**src/rtl/rr_arb_pkg.sv**
```systemverilog
// rr_arb_pkg: shared sizes and FSM state type for the round-robin index arbiter
package rr_arb_pkg;
  localparam int N_REQ = 8;
  localparam int IDX_W = 3;
  localparam int CNT_W = 8;
  typedef enum logic {IDLE, OFFER} state_t;
endpackage

```
**src/rtl/rr_pick.sv**
```systemverilog
// rr_pick: rotating-priority search, first set request after ptr (ptr itself last)
module rr_pick
  import rr_arb_pkg::*;
(
  input  logic [N_REQ-1:0] req,
  input  logic [IDX_W-1:0] ptr,
  output logic             any,
  output logic [IDX_W-1:0] idx
);
  // scan from lowest to highest priority so the nearest set bit after ptr wins
  always_comb begin
    any = 1'b0;
    idx = '0;
    for (int k = N_REQ; k >= 1; k--) begin
      if (req[ptr + IDX_W'(k)]) begin
        any = 1'b1;
        idx = ptr + IDX_W'(k);
      end
    end
  end
endmodule

```
**src/rtl/rr_index_arbiter.sv**
```systemverilog
// rr_index_arbiter: round-robin arbiter offering a binary grant index with valid/ready
module rr_index_arbiter
  import rr_arb_pkg::*;
(
  input  logic             clk,
  input  logic             rst_n,
  input  logic             en,
  input  logic [N_REQ-1:0] req,
  input  logic             out_ready,
  output logic             out_valid,
  output logic [IDX_W-1:0] out_idx,
  output logic [CNT_W-1:0] accept_cnt
);
  state_t state, state_n;
  logic [IDX_W-1:0] ptr, scan_ptr, pick_idx;
  logic any, accept, load;
  assign out_valid = (state == OFFER);
  assign accept = out_valid & out_ready;
  assign scan_ptr = accept ? out_idx : ptr;
  rr_pick u_pick (
    .req(req),
    .ptr(scan_ptr),
    .any(any),
    .idx(pick_idx)
  );
  // a new grant loads from IDLE or back-to-back on accept; an accept with nothing to pick drops to IDLE
  always_comb begin
    load = (state == IDLE || accept) && en && any;
    state_n = load ? OFFER : (accept ? IDLE : state);
  end
  // state, priority pointer, offered index and accept counter
  always_ff @(posedge clk) begin
    if (!rst_n) begin
      state      <= IDLE;
      ptr        <= '1;
      out_idx    <= '0;
      accept_cnt <= '0;
    end else begin
      state <= state_n;
      if (accept) begin
        ptr        <= out_idx;
        accept_cnt <= accept_cnt + 1'b1;
      end
      if (load) out_idx <= pick_idx;
    end
  end
endmodule

```
**config.mk**
```make
export PLATFORM = sky130hd
export DESIGN_NAME = rr_index_arbiter
export DESIGN_NICKNAME = d
export VERILOG_FILES = /design/src/rtl/rr_arb_pkg.sv /design/src/rtl/rr_pick.sv /design/src/rtl/rr_index_arbiter.sv
export SDC_FILE = /design/constraint.sdc
export NUM_CORES = 1
export LEC_CHECK = 0
export ABC_AREA = 1
export BUFFER_PORTS_ARGS = -buffer_cell sky130_fd_sc_hd__buf_2
export CORE_UTILIZATION = 35
export DETAILED_ROUTE_END_ITERATION = 16
export PLACE_DENSITY = 0.64
export SYNTH_ARGS = -nofsm -noshare
export SYNTH_HDL_FRONTEND = slang
export SYNTH_SLANG_ARGS = --single-unit
export TNS_END_PERCENT = 30
```
**constraint.sdc**
```tcl
create_clock -name clk -period 5.9 [get_ports clk]
set_clock_uncertainty 0.2 [all_clocks]
set_input_delay 0.885 -clock clk [delete_from_list [all_inputs] [get_ports clk]]
set_output_delay 0.885 -clock clk [all_outputs]
set_load 0.005 [all_outputs]
```
# Word level (Yosys, flattened, before mapping)
# Cells that the tools add are included.
word_totals:
  reg_bits: 15
  input_bits: 12
  out_inout_bits: 12
  wordCells: 61
op_classes:
  addsub: 8
  magnitude_cmp: 8
  mux: 35
  bitwise: 2
  n_reduce_logical: 4
op_table:
  columns: ["cell", "count"]
  rows:
  - ["3-bit by 4-bit < comparator with 1-bit output, second input constant", 8]
  - ["3-bit 2-to-1 mux", 9]
  - ["1-bit binary-select mux with 3-bit select", 8]
  - ["1-bit 2-to-1 mux", 18]
  - ["3-bit adder, second input constant", 4]
  - ["8-bit by 1-bit adder with 8-bit output, second input constant", 1]
  - ["3-bit by 2-bit adder with 3-bit output, second input constant", 2]
  - ["3-bit by 1-bit adder with 3-bit output, second input constant", 1]
  - ["1-bit logical AND", 2]
  - ["2-bit nonzero test", 1]
  - ["1-bit AND", 1]
  - ["1-bit logical OR", 1]
  - ["1-bit inverter", 1]

# Depth between registers and ports, before layout
# Gate-level depths: netlist (run 1).
depth:
  ltp_word: 14
  depth_mapped: 21
  mapped_depth_nobuf: 20

# Modules after synthesis
# From an unflattened synthesis (run 1), not the netlist that was laid out.
hier_totals:
  cells_unflattened: 221
  area_unflattened_um2: 1363.8
by_module_without_submodules:
  columns: ["mod", "instances", "cells_each", "area_each_um2", "seq_area_each_um2"]
  rows:
  - ["rr_index_arbiter", 1, 98, 696.9, 300.3]
  - ["rr_pick", 1, 123, 666.9, 0.0]

# Least setup slack after synthesis (run 1)
# Ideal clock, no wire load.
synth_path:
  kind: "input-to-reg"
  from: "in out_ready"
  to: "reg out_idx[2]"
  setup_ns: 0.119
  t_arrival_ns: 2.513
  required_time_ns: 5.581
  slack_ns: 3.067
  stages: 16
  path_buffers: 1
  cell_sequence: "nand2_2 > buf_6 > nand2_1 > nand2_2 > ha_1 > inv_1 > nand2_1 > nand3_1 > nand2_2 > clkinv_2 > nand3_1 > nor2_2 > nor2_4 > inv_2 > a31oi_1 > a21oi_1"
synth_between:
  elab_chain_len: 13
synth_rtl:
  columns: ["item", "line_no", "text"]
  rows:
  - ["start: declaration", "rr_index_arbiter.sv:9", "input logic out_ready,"]
  - ["1-bit AND (*)", "rr_index_arbiter.sv:18", "assign accept = out_valid & out_ready;"]
  - ["3-bit 2-to-1 mux", null, null]
  - ["3-bit adder / 1-bit binary-select mux with 3-bit select (equally long branches)", "rr_pick.sv:15, rr_pick.sv:17", null]
  - ["1-bit binary-select mux with 3-bit select / 1-bit 2-to-1 mux (equally long branches)", "rr_pick.sv:15", "if (req[ptr + IDX_W'(k)]) begin"]
  - ["1-bit 2-to-1 mux (implied by the code)", "rr_pick.sv:15", null]
  - ["1-bit 2-to-1 mux (7 in series)", "rr_pick.sv:15", null]
  - ["1-bit logical AND", "rr_index_arbiter.sv:28", "load = (state == IDLE || accept) && en && any;"]
  - ["end signal: assignment", "rr_index_arbiter.sv:44", "if (load) out_idx <= pick_idx;"]
  - ["end: declaration", "rr_index_arbiter.sv:11", "output logic [IDX_W-1:0] out_idx,"]
# Every way passes the cells marked *; elsewhere a longest branch is shown, timed or not. The select of a mux whose other input is x is not followed.
# A chain may end at the register's enable or synchronous reset.

# Worst setup path after layout (run 1)
layout_path:
  from: "in out_ready"
  to: "reg out_idx[1]"
# The elaborated chain is that of the path after synthesis.

==> flow_metrics.env, run 1 <==
export IMPL_dieArea_um2=4290
export IMPL_synth_area_leader_cell="nand2_1"
export IMPL_cts_htree_levels=1
export IMPL_yosysWarnings=0
export IMPL_cp_end_kind="register"
export IMPL_synth_mux_area_share_pct=0
export IMPL_start_util_pct=37.43
export IMPL_cp_common_cell="nand2_1"
export IMPL_drt_iter0_drc=117
export IMPL_routed_wirelength_mm=3.516
export IMPL_hold_viol=0
export IMPL_synth_fa_ha_area_share_pct=2.660
export IMPL_cp_required_ns=5.87
export IMPL_overflow=0
export IMPL_max_freq_mhz=319.9
export IMPL_layout_drive_gt1_share_pct=19.49
export IMPL_track_usage_pct=17.97
export IMPL_report_final_slew_viol_count=0
export IMPL_drv_cap=0
export IMPL_wl_per_cell_um=10.99
export IMPL_cts_buffers=3
export IMPL_cts_setup_buffers=0
export IMPL_yosysSeqAreaShare_pct=21.28
export IMPL_port_buffers=23
export IMPL_cts_sinks=15
export IMPL_peakVddDrop_mv=0.1453
export IMPL_synth_top_cell_area_share_pct=25.00
export IMPL_setup_violations=0
export IMPL_outcome="finished, final reports clean"
export IMPL_core_um2=3771
export IMPL_p_leak_uw=0.0009024
export IMPL_maxSlewHeadroom_pct=73.34
export IMPL_n_antenna_cell=0
export IMPL_grt_pass1_wl_mm=6.141
export IMPL_cpPeakStageDelay_ns=0.35
export IMPL_firstDrtPassIters=4
export IMPL_vias=1509
export IMPL_area_growth_pct=12.94
export IMPL_nNetsFinal=288
export IMPL_crit_buf_inv=3
export IMPL_cp_start_kind="input pin"
export IMPL_slowest_stage="ha_1"
export IMPL_crit_fanout=12
export IMPL_die_w_um=65.50
export IMPL_critical_path_class="in2reg"
export IMPL_antenna_found_initial=0
export IMPL_viasPerCell=4.716
export IMPL_syn_num_nets=265
export IMPL_cts_path_max_buffers=2
export IMPL_ys_top_cells_by_area="nand2_1, dfxtp_1, nand3_1"
export IMPL_ant_nets=0
export IMPL_grt_max_degree=13
export IMPL_avgSynthCellArea_um2=5.645
export IMPL_synth_xor_area_share_pct=0
export IMPL_clockRootBuffer="clkbuf_8"
export IMPL_multi_input_area_um2=943.4
export IMPL_synth_top_family_by_area="simple AND/OR/NAND/NOR gates"
export IMPL_clk_latency_ns=0.24
export IMPL_drc=0
export IMPL_place_ws_ns=2.521
export IMPL_seq_area_um2=300.3
export IMPL_yosysUniqueCellTypes=27
export IMPL_setup_ws_ns=2.774
export IMPL_synth_area_um2=1411
export IMPL_power_density_nw_per_um2=239.5
export IMPL_hp_class="reg2reg"
export IMPL_hold_buffers=0
export IMPL_nFillCells=410
export IMPL_fin_setup_tns_ns=0
export IMPL_crit_chain="buf_2 -> nand2_2 -> nand2_1 -> nand2_1 -> ha_1 -> inv_1 -> nand2_1 -> nand3_1 -> nand2_2 -> clkinv_2 -> nand2_1 -> o21bai_1 -> nand2_1 -> nand2_1 -> nand2_1 -> nand2_1 -> nand2_1 -> nand2_1 -> a21oi_1"
export IMPL_num_rows=22
export IMPL_synth_compound_area_share_pct=10.28
export IMPL_tightest_slew_ns=0.3989
export IMPL_hpwl_mm=2.836
export IMPL_crit_arrival_ns=3.10
export IMPL_pin_count=24
export IMPL_tritoncts="built"
export IMPL_synthSimpleGateAreaFrac_pct=53.90
export IMPL_period_needed_ns=3.126
export IMPL_die_y_um=65.50
export IMPL_grt_pass1_vias=1422
export IMPL_clkSlewWorstSetupHoldPaths_ns=0.06
export IMPL_place_gp_congestion=0.8670
export IMPL_ctsResizeCount=0
export IMPL_ys_ff_latch=15
export IMPL_syn_instance_count=250
export IMPL_rsz0062_at_grt="false"
export IMPL_fin_crit_sh_pct=52.98
export IMPL_critPathTopFamily="simple AND/OR/NAND/NOR gates"
==> cell usage after synthesis, drive strengths merged <==
cell / number
a21oi: 14
a31oi: 1
and2: 1
and3: 1
buf: 4
clkbuf: 1
clkinv: 1
dfxtp: 15
ha: 3
inv: 33
nand2: 108
nand3: 35
nand4: 2
nor2: 15
nor3: 4
o21ai: 10
o21bai: 1
or2: 1
==> metrics by stage <==
stage	instances	power (uW)	hold slack (ns)	area (um2)	utilization [%]
floorplan	250	261.4	0.2464	1411	-
global placement	316	301.2	0.2325	1548	41.04
detailed placement	316	300.2	0.2337	1548	41.04
CTS	320	382.9	0.2513	1594	42.27
global route	320	418.0	0.2929	1594	42.27
finish	320	381.8	0.2533	1594	42.27
==> logic make-up (layout without fill, tap and decap cells) <==
| kind of cell | after synthesis | after routing |
|---|---|---|
| flip-flops | 15 | 15 |
| buffers and inverters | 39 | 61 |
| AND/OR/NAND/NOR | 167 | 167 |
| adder cells (fa/ha/maj) | 3 | 3 |
| AO/OA/AOI/OAI | 26 | 26 |
==> where the power goes <==
group	internal, uW	switching (uW)
Sequential	107	6.69
Combinational	63.0	123
Clock	46.7	35.5
Total	217	165
==> worst paths after layout <==
| check | slack, ns | start | cells after the start | to |
|---|---|---|---|---|
| setup / recovery | 2.77 | out_ready | 19 | out_idx[1] |
| setup reg to reg | 3.07 | out_valid | 18 | out_idx[1] |
| hold reg to reg | 0.25 | accept_cnt[7] | 1 | accept_cnt[7] |
| hold / removal | 0.25 | accept_cnt[7] | 1 | accept_cnt[7] |
==> registers in the layout (all words and copies together), names as in the netlist <==
name        cells
accept_cnt      8
out_idx         3
out_valid       1
ptr             3
==> metal layers <==
metal	vias up	GRT usage (%)	wire length, um
met5	-	0	0
met4	0	2.717	0
met3	0	1.563	117
met2	27	31.06	1658
met1	650	24.50	1741
li1	832	-	-
==> placed cells by master (no fill, tap or decap) <==
master and count:
nand2_1 94, inv_1 31, nand3_1 31, buf_2 23, dfxtp_1 15, nand2_2 14, a21oi_1 14, nor2_1 12
o21ai_0 9, nand3_2 4, nor3_1 3, ha_1 3, clkbuf_8 3, inv_2 2, clkinv_2 2, nand4_1 2
nor2_2 2, o21ai_4 1, and2_1 1, or2_1 1, nor3_2 1, nor2_4 1, and3_1 1, a31oi_1 1
o21bai_1 1
==> final cells by class <==
type | count | share of cell area (%)
flip-flops and latches | 15 | 18.84
well taps | 48 | 3.768
clock buffers | 3 | 2.590
inverters | 34 | 8.085
repair buffers | 23 | 7.221
multi-input cells | 196 | 59.18
clock inverters | 1 | 0.3140
No activity file was read; power rests on OpenSTA's default activity.
==> run 2, diff against run 1 <==
--- a/config.mk
+++ b/config.mk
@@ -9,7 +9,7 @@
 export BUFFER_PORTS_ARGS = -buffer_cell sky130_fd_sc_hd__buf_2
 export CORE_UTILIZATION = 35
 export DETAILED_ROUTE_END_ITERATION = 16
-export PLACE_DENSITY = 0.64
+export PLACE_DENSITY = 0.66
 export SYNTH_ARGS = -nofsm -noshare
 export SYNTH_HDL_FRONTEND = slang
 export SYNTH_SLANG_ARGS = --single-unit
==> constraint.sdc (replaced) <==
create_clock -name clk -period 2.6 [get_ports clk]
set_clock_uncertainty 0.2 [all_clocks]
set_input_delay 0.39 -clock clk [delete_from_list [all_inputs] [get_ports clk]]
set_output_delay 0.39 -clock clk [all_outputs]
set_load 0.005 [all_outputs]
==> flow_metrics.env, run 2 (synthesis gave the netlist of run 1 again) <==
export IMPL_hold_buffers=0
export IMPL_ctsResizeCount=0
export IMPL_drt_iter0_drc=118
export IMPL_fin_setup_tns_ns=0
export IMPL_cp_required_ns=2.55
export IMPL_total_power_uw=886.0
export IMPL_maxSlewHeadroom_pct=81.10
export IMPL_routed_wirelength_mm=3.535
export IMPL_clockRootBuffer="clkbuf_8"
export IMPL_grt_pass1_vias=1388
export IMPL_die_w_um=65.50
export IMPL_area_growth_pct=19.24
export IMPL_n_antenna_cell=0
export IMPL_pin_count=24
export IMPL_core_um2=3771
export IMPL_vias=1585
export IMPL_clk_latency_ns=0.24
export IMPL_drv_cap=0
export IMPL_crit_fanout=10
export IMPL_fin_crit_sh_pct=89.60
export IMPL_outcome="finished, final reports clean"
export IMPL_dieArea_um2=4290
export IMPL_cts_setup_buffers=0
export IMPL_viasPerCell=4.847
export IMPL_antenna_found_initial=0
export IMPL_crit_chain="nand2_4 -> nand2_1 -> nand2_1 -> buf_6 -> nand3_1 -> and2_1 -> or2_1 -> nand2_1 -> a21oi_1 -> nor2_1 -> nor2_1 -> o21ai_0 -> nand3_1 -> nand2_1 -> inv_1"
export IMPL_cp_common_cell="nand2_1"
export IMPL_crit_arrival_ns=2.28
export IMPL_cts_path_max_buffers=2
export IMPL_tritoncts="built"
export IMPL_stdcell_count=327
export IMPL_place_gp_congestion=0.8700
export IMPL_firstDrtPassIters=4
export IMPL_dp_cells=323
export IMPL_hp_class="in2reg"
export IMPL_cp_end_kind="register"
export IMPL_peakVddDrop_mv=0.3391
export IMPL_cpPeakStageDelay_ns=0.37
export IMPL_design_area_um2=1683
export IMPL_final_common_cell="nand2_1"
export IMPL_nNetsFinal=295
export IMPL_slowest_stage="dfxtp_4"
export IMPL_cts_sinks=15
export IMPL_largest_reg_flops=8
export IMPL_ant_nets=0
export IMPL_start_util_pct=37.43
export IMPL_wl_per_cell_um=10.81
export IMPL_hpwl_mm=2.868
export IMPL_grt_max_degree=13
export IMPL_rsz0062_at_grt="false"
export IMPL_die_y_um=65.50
export IMPL_largest_register="accept_cnt"
export IMPL_mostFrequentLayoutCells="nand2_1, inv_1, nand3_1"
export IMPL_num_rows=22
export IMPL_placed_area_um2=1600
export IMPL_clkSlewWorstSetupHoldPaths_ns=0.06
export IMPL_report_final_slew_viol_count=0
export IMPL_overflow=0
export IMPL_track_usage_pct=17.78
export IMPL_cts_buffers=3
export IMPL_nFillCells=390
export IMPL_cts_htree_levels=1
export IMPL_port_buffers=23
export IMPL_setup_violations=0
export IMPL_critical_path_class="reg2reg"
export IMPL_setup_ws_ns=0.2705
export IMPL_place_ws_ns=0.03968
export IMPL_p_leak_uw=0.0009416
export IMPL_tightest_slew_ns=0.2813
export IMPL_power_density_nw_per_um2=526.5
export IMPL_hold_viol=0
export IMPL_max_freq_mhz=429.3
export IMPL_drc=0
export IMPL_grt_pass1_wl_mm=5.892
export IMPL_largestRegisters="accept_cnt: 8 flops, out_idx: 3 flops, ptr: 3 flops"
export IMPL_layout_drive_gt1_share_pct=22.22
export IMPL_cp_start_kind="register"
export IMPL_period_needed_ns=2.329
## run 2: final cells by class
cell class              count  area (um2)  share of cell area [%]
clock buffers               4       45.04                   2.677
inverters                  34       128.9                   7.658
multi-input cells         196       973.4                   57.84
flip-flops and latches     15       304.0                   18.07
well taps                  48       60.06                   3.569
repair buffers             30       171.4                   10.19
## run 2: final timing paths
path                 startpoint       endpoint  slack (ns)  cells past startpoint
setup / recovery      out_valid     out_idx[0]        0.27                     15
hold / removal            rst_n         ptr[2]        0.23                      2
setup reg to reg      out_valid     out_idx[0]        0.27                     15
hold reg to reg   accept_cnt[7]  accept_cnt[7]        0.25                      1
## run 2: through the flow
| stage | util [%] | hold slack (ns) |
|---|---|---|
| 3_5_place_dp | 42.44 | 0.2394 |
| 3_3_place_gp | 42.44 | 0.2340 |
| 4_1_cts | 43.63 | 0.2343 |
| 2_1_floorplan | - | 0.2464 |
| 5_1_grt | 44.63 | 0.2480 |
| 6_report | 44.63 | 0.2339 |
## run 2: critical path, delay by kind of cell (launching register included)
kind / cells / cell delay [ns]
AOI/OAI and AO/OA: 2 / 0.21
buffers and inverters: 2 / 0.21
DFF: 1 / 0.37
and+or+nand+nor: 11 / 1.25
## run 2: per-layer routing
metal	global-route usage [%]	vias to the layer above	share of wire, %
met4	8.696	0	1.6
li1	-	845	-
met3	1.563	6	4.3
met2	30.28	39	47
met5	0	-	0
met1	22.25	695	47
## run 2: where the power goes
group          leakage [uW]  internal (uW)  switching, uW
Sequential         0.000123            243           15.6
Clock             0.0000228            108           76.3
Combinational      0.000796            161            282
==> run 3, diff against run 2 <==
==> constraint.sdc (replaced) <==
create_clock -name clk -period 2.6 [get_ports clk]
set_clock_uncertainty 0.2 [all_clocks]
set_input_delay 0.26 -clock clk [delete_from_list [all_inputs] [get_ports clk]]
set_output_delay 0.26 -clock clk [all_outputs]
set_load 0.005 [all_outputs]
==> flow_metrics.env, run 3 (synthesis gave the netlist of run 1 again) <==
export IMPL_outcome="finished, final reports clean"
export IMPL_vias=1574
export IMPL_setup_violations=0
export IMPL_cts_htree_levels=1
export IMPL_drc=0
export IMPL_start_util_pct=37.43
export IMPL_final_common_cell="nand2_1"
export IMPL_routed_wirelength_mm=3.574
export IMPL_setup_ws_ns=0.2167
export IMPL_area_growth_pct=18.26
export IMPL_period_needed_ns=2.383
export IMPL_fin_crit_sh_pct=91.67
export IMPL_p_leak_uw=0.0009268
export IMPL_fin_setup_tns_ns=0
export IMPL_clkSlewWorstSetupHoldPaths_ns=0.06
export IMPL_cts_path_max_buffers=2
export IMPL_drt_iter0_drc=78
export IMPL_cp_endpoint="out_idx[0]"
export IMPL_firstDrtPassIters=4
export IMPL_cp_required_ns=2.55
export IMPL_track_usage_pct=18.36
export IMPL_clockRootBuffer="clkbuf_8"
export IMPL_tightest_slew_ns=0.2743
export IMPL_overflow=0
export IMPL_core_um2=3771
export IMPL_hold_viol=0
export IMPL_slowest_stage="dfxtp_4"
export IMPL_num_rows=22
export IMPL_nNetsFinal=293
export IMPL_layout_drive_gt1_share_pct=21.66
export IMPL_worstRegToRegCells=15
export IMPL_crit_chain="nand2_2 -> nand2_1 -> nand2_2 -> buf_4 -> nand3_1 -> and2_1 -> or2_1 -> nand2_1 -> a21oi_1 -> nor2_1 -> nor2_1 -> o21ai_0 -> nand3_1 -> nand2_1 -> inv_1"
export IMPL_maxSlewHeadroom_pct=81.58
export IMPL_grt_max_degree=13
export IMPL_crit_arrival_ns=2.33
export IMPL_report_final_slew_viol_count=0
export IMPL_largest_register="accept_cnt"
export IMPL_cp_common_cell="nand2_1"
export IMPL_pin_count=24
export IMPL_antenna_found_initial=0
export IMPL_cts_buffers=3
export IMPL_viasPerCell=4.843
export IMPL_place_gp_congestion=0.8482
export IMPL_power_density_nw_per_um2=527.8
export IMPL_design_area_um2=1669
export IMPL_die_w_um=65.50
export IMPL_critical_path_class="reg2reg"
export IMPL_grt_pass1_wl_mm=6.141
export IMPL_die_y_um=65.50
export IMPL_r2r_end="out_idx[0]"
export IMPL_max_freq_mhz=419.6
export IMPL_cp_start_kind="register"
export IMPL_clk_latency_ns=0.24
export IMPL_wl_met1_mm=1.719
export IMPL_place_ws_ns=0.08606
export IMPL_mostFrequentLayoutCells="nand2_1, inv_1, nand3_1"
export IMPL_port_buffers=23
export IMPL_dieArea_um2=4290
export IMPL_r2r_slack_ns=0.22
export IMPL_cpPeakStageDelay_ns=0.36
export IMPL_cp_end_kind="register"
export IMPL_largestRegisters="accept_cnt: 8 flops, out_idx: 3 flops, ptr: 3 flops"
export IMPL_placed_area_um2=1578
export IMPL_n_antenna_cell=0
export IMPL_highest_signal_layer="met4"
export IMPL_wl_per_cell_um=11.00
export IMPL_ant_nets=0
export IMPL_dp_cells=320
export IMPL_rr_startpoint="out_valid"
export IMPL_hp_class="in2reg"
export IMPL_cts_sinks=15
export IMPL_nFillCells=411
export IMPL_tritoncts="built"
export IMPL_grt_pass1_vias=1486
export IMPL_wl_met2_mm=1.710
export IMPL_crit_fanout=9
export IMPL_wl_met3_um=107
export IMPL_crit_start="out_valid"
export IMPL_stdcell_count=325
export IMPL_drv_cap=0
export IMPL_largest_reg_flops=8
export IMPL_peakVddDrop_mv=0.2383
export IMPL_hpwl_mm=2.831
==> run 3: cell count changes in the layout (fill, tap and decap cells not counted) <==
| cell | previous run | this run |
|---|---|---|
| nand2_2 | 12 | 11 |
| buf_4 | 6 | 5 |
| nand2_4 | 3 | 4 |
| buf_6 | 1 | 0 |
==> run 3: report_power, final <==
part | internal [uW] | switching, uW | leakage (uW) | total, uW
clock | 108 | 76.9 | 0.0000228 | 185
sequential | 243 | 15.3 | 0.000123 | 258
combinational | 156 | 282 | 0.000781 | 438
total | 507 | 374 | 0.000927 | 881
==> run 3: final cells by class <==
| type | instances | area (um2) | share of cell area, % |
|---|---|---|---|
| multi-input combinational | 196 | 978.4 | 58.62 |
| sequential | 15 | 304.0 | 18.22 |
| timing repair buffer | 28 | 152.6 | 9.145 |
| inverter | 34 | 128.9 | 7.721 |
| tap | 48 | 60.06 | 3.598 |
| clock buffer | 4 | 45.04 | 2.699 |
==> run 3: what timing repair did <==
| item | in CTS | in global routing |
|---|---|---|
| buffers inserted | 0 | 1 |
| setup endpoints to repair | 0 | 4 |
| hold buffers | 0 | 0 |
| resized for setup | 0 | 8 |
==> run 3: how the worst min path moves through the flow <==
stage / startpoint / endpoint / slack, ns / cells after the start
finish: rst_n / ptr[0] / 0.10 / 2
global route: rst_n / ptr[0] / 0.11 / 2
CTS: rst_n / ptr[0] / 0.1 / 2
detailed placement: accept_cnt[7] / accept_cnt[7] / 0.23 / 1
global placement: accept_cnt[7] / accept_cnt[7] / 0.23 / 1
floorplan: rst_n / out_idx[1] / 0.20 / 2
==> run 3: routing by layer <==
metal | vias up | global-route usage (%)
met5 | - | 0
met2 | 25 | 32.60
met1 | 698 | 22.44
met4 | 0 | 6.522
met3 | 4 | 2.257
li1 | 847 | -
==> run 3: per-stage QoR <==
step	util, %	hold slack [ns]	power, uW
floorplan	-	0.1984	593.2
global placement	41.84	0.2346	687.3
detailed placement	41.84	0.2338	683.5
CTS	43.03	0.09870	873.8
global route	44.26	0.1086	964.3
finish	44.26	0.1037	881.0
==> run 3: critical path, delay by kind of cell (launching register included) <==
family	cells	cell delay [ns]
buffers and inverters	2	0.22
and+or+nand+nor	11	1.29
AOI/OAI and AO/OA	2	0.22
DFF	1	0.36
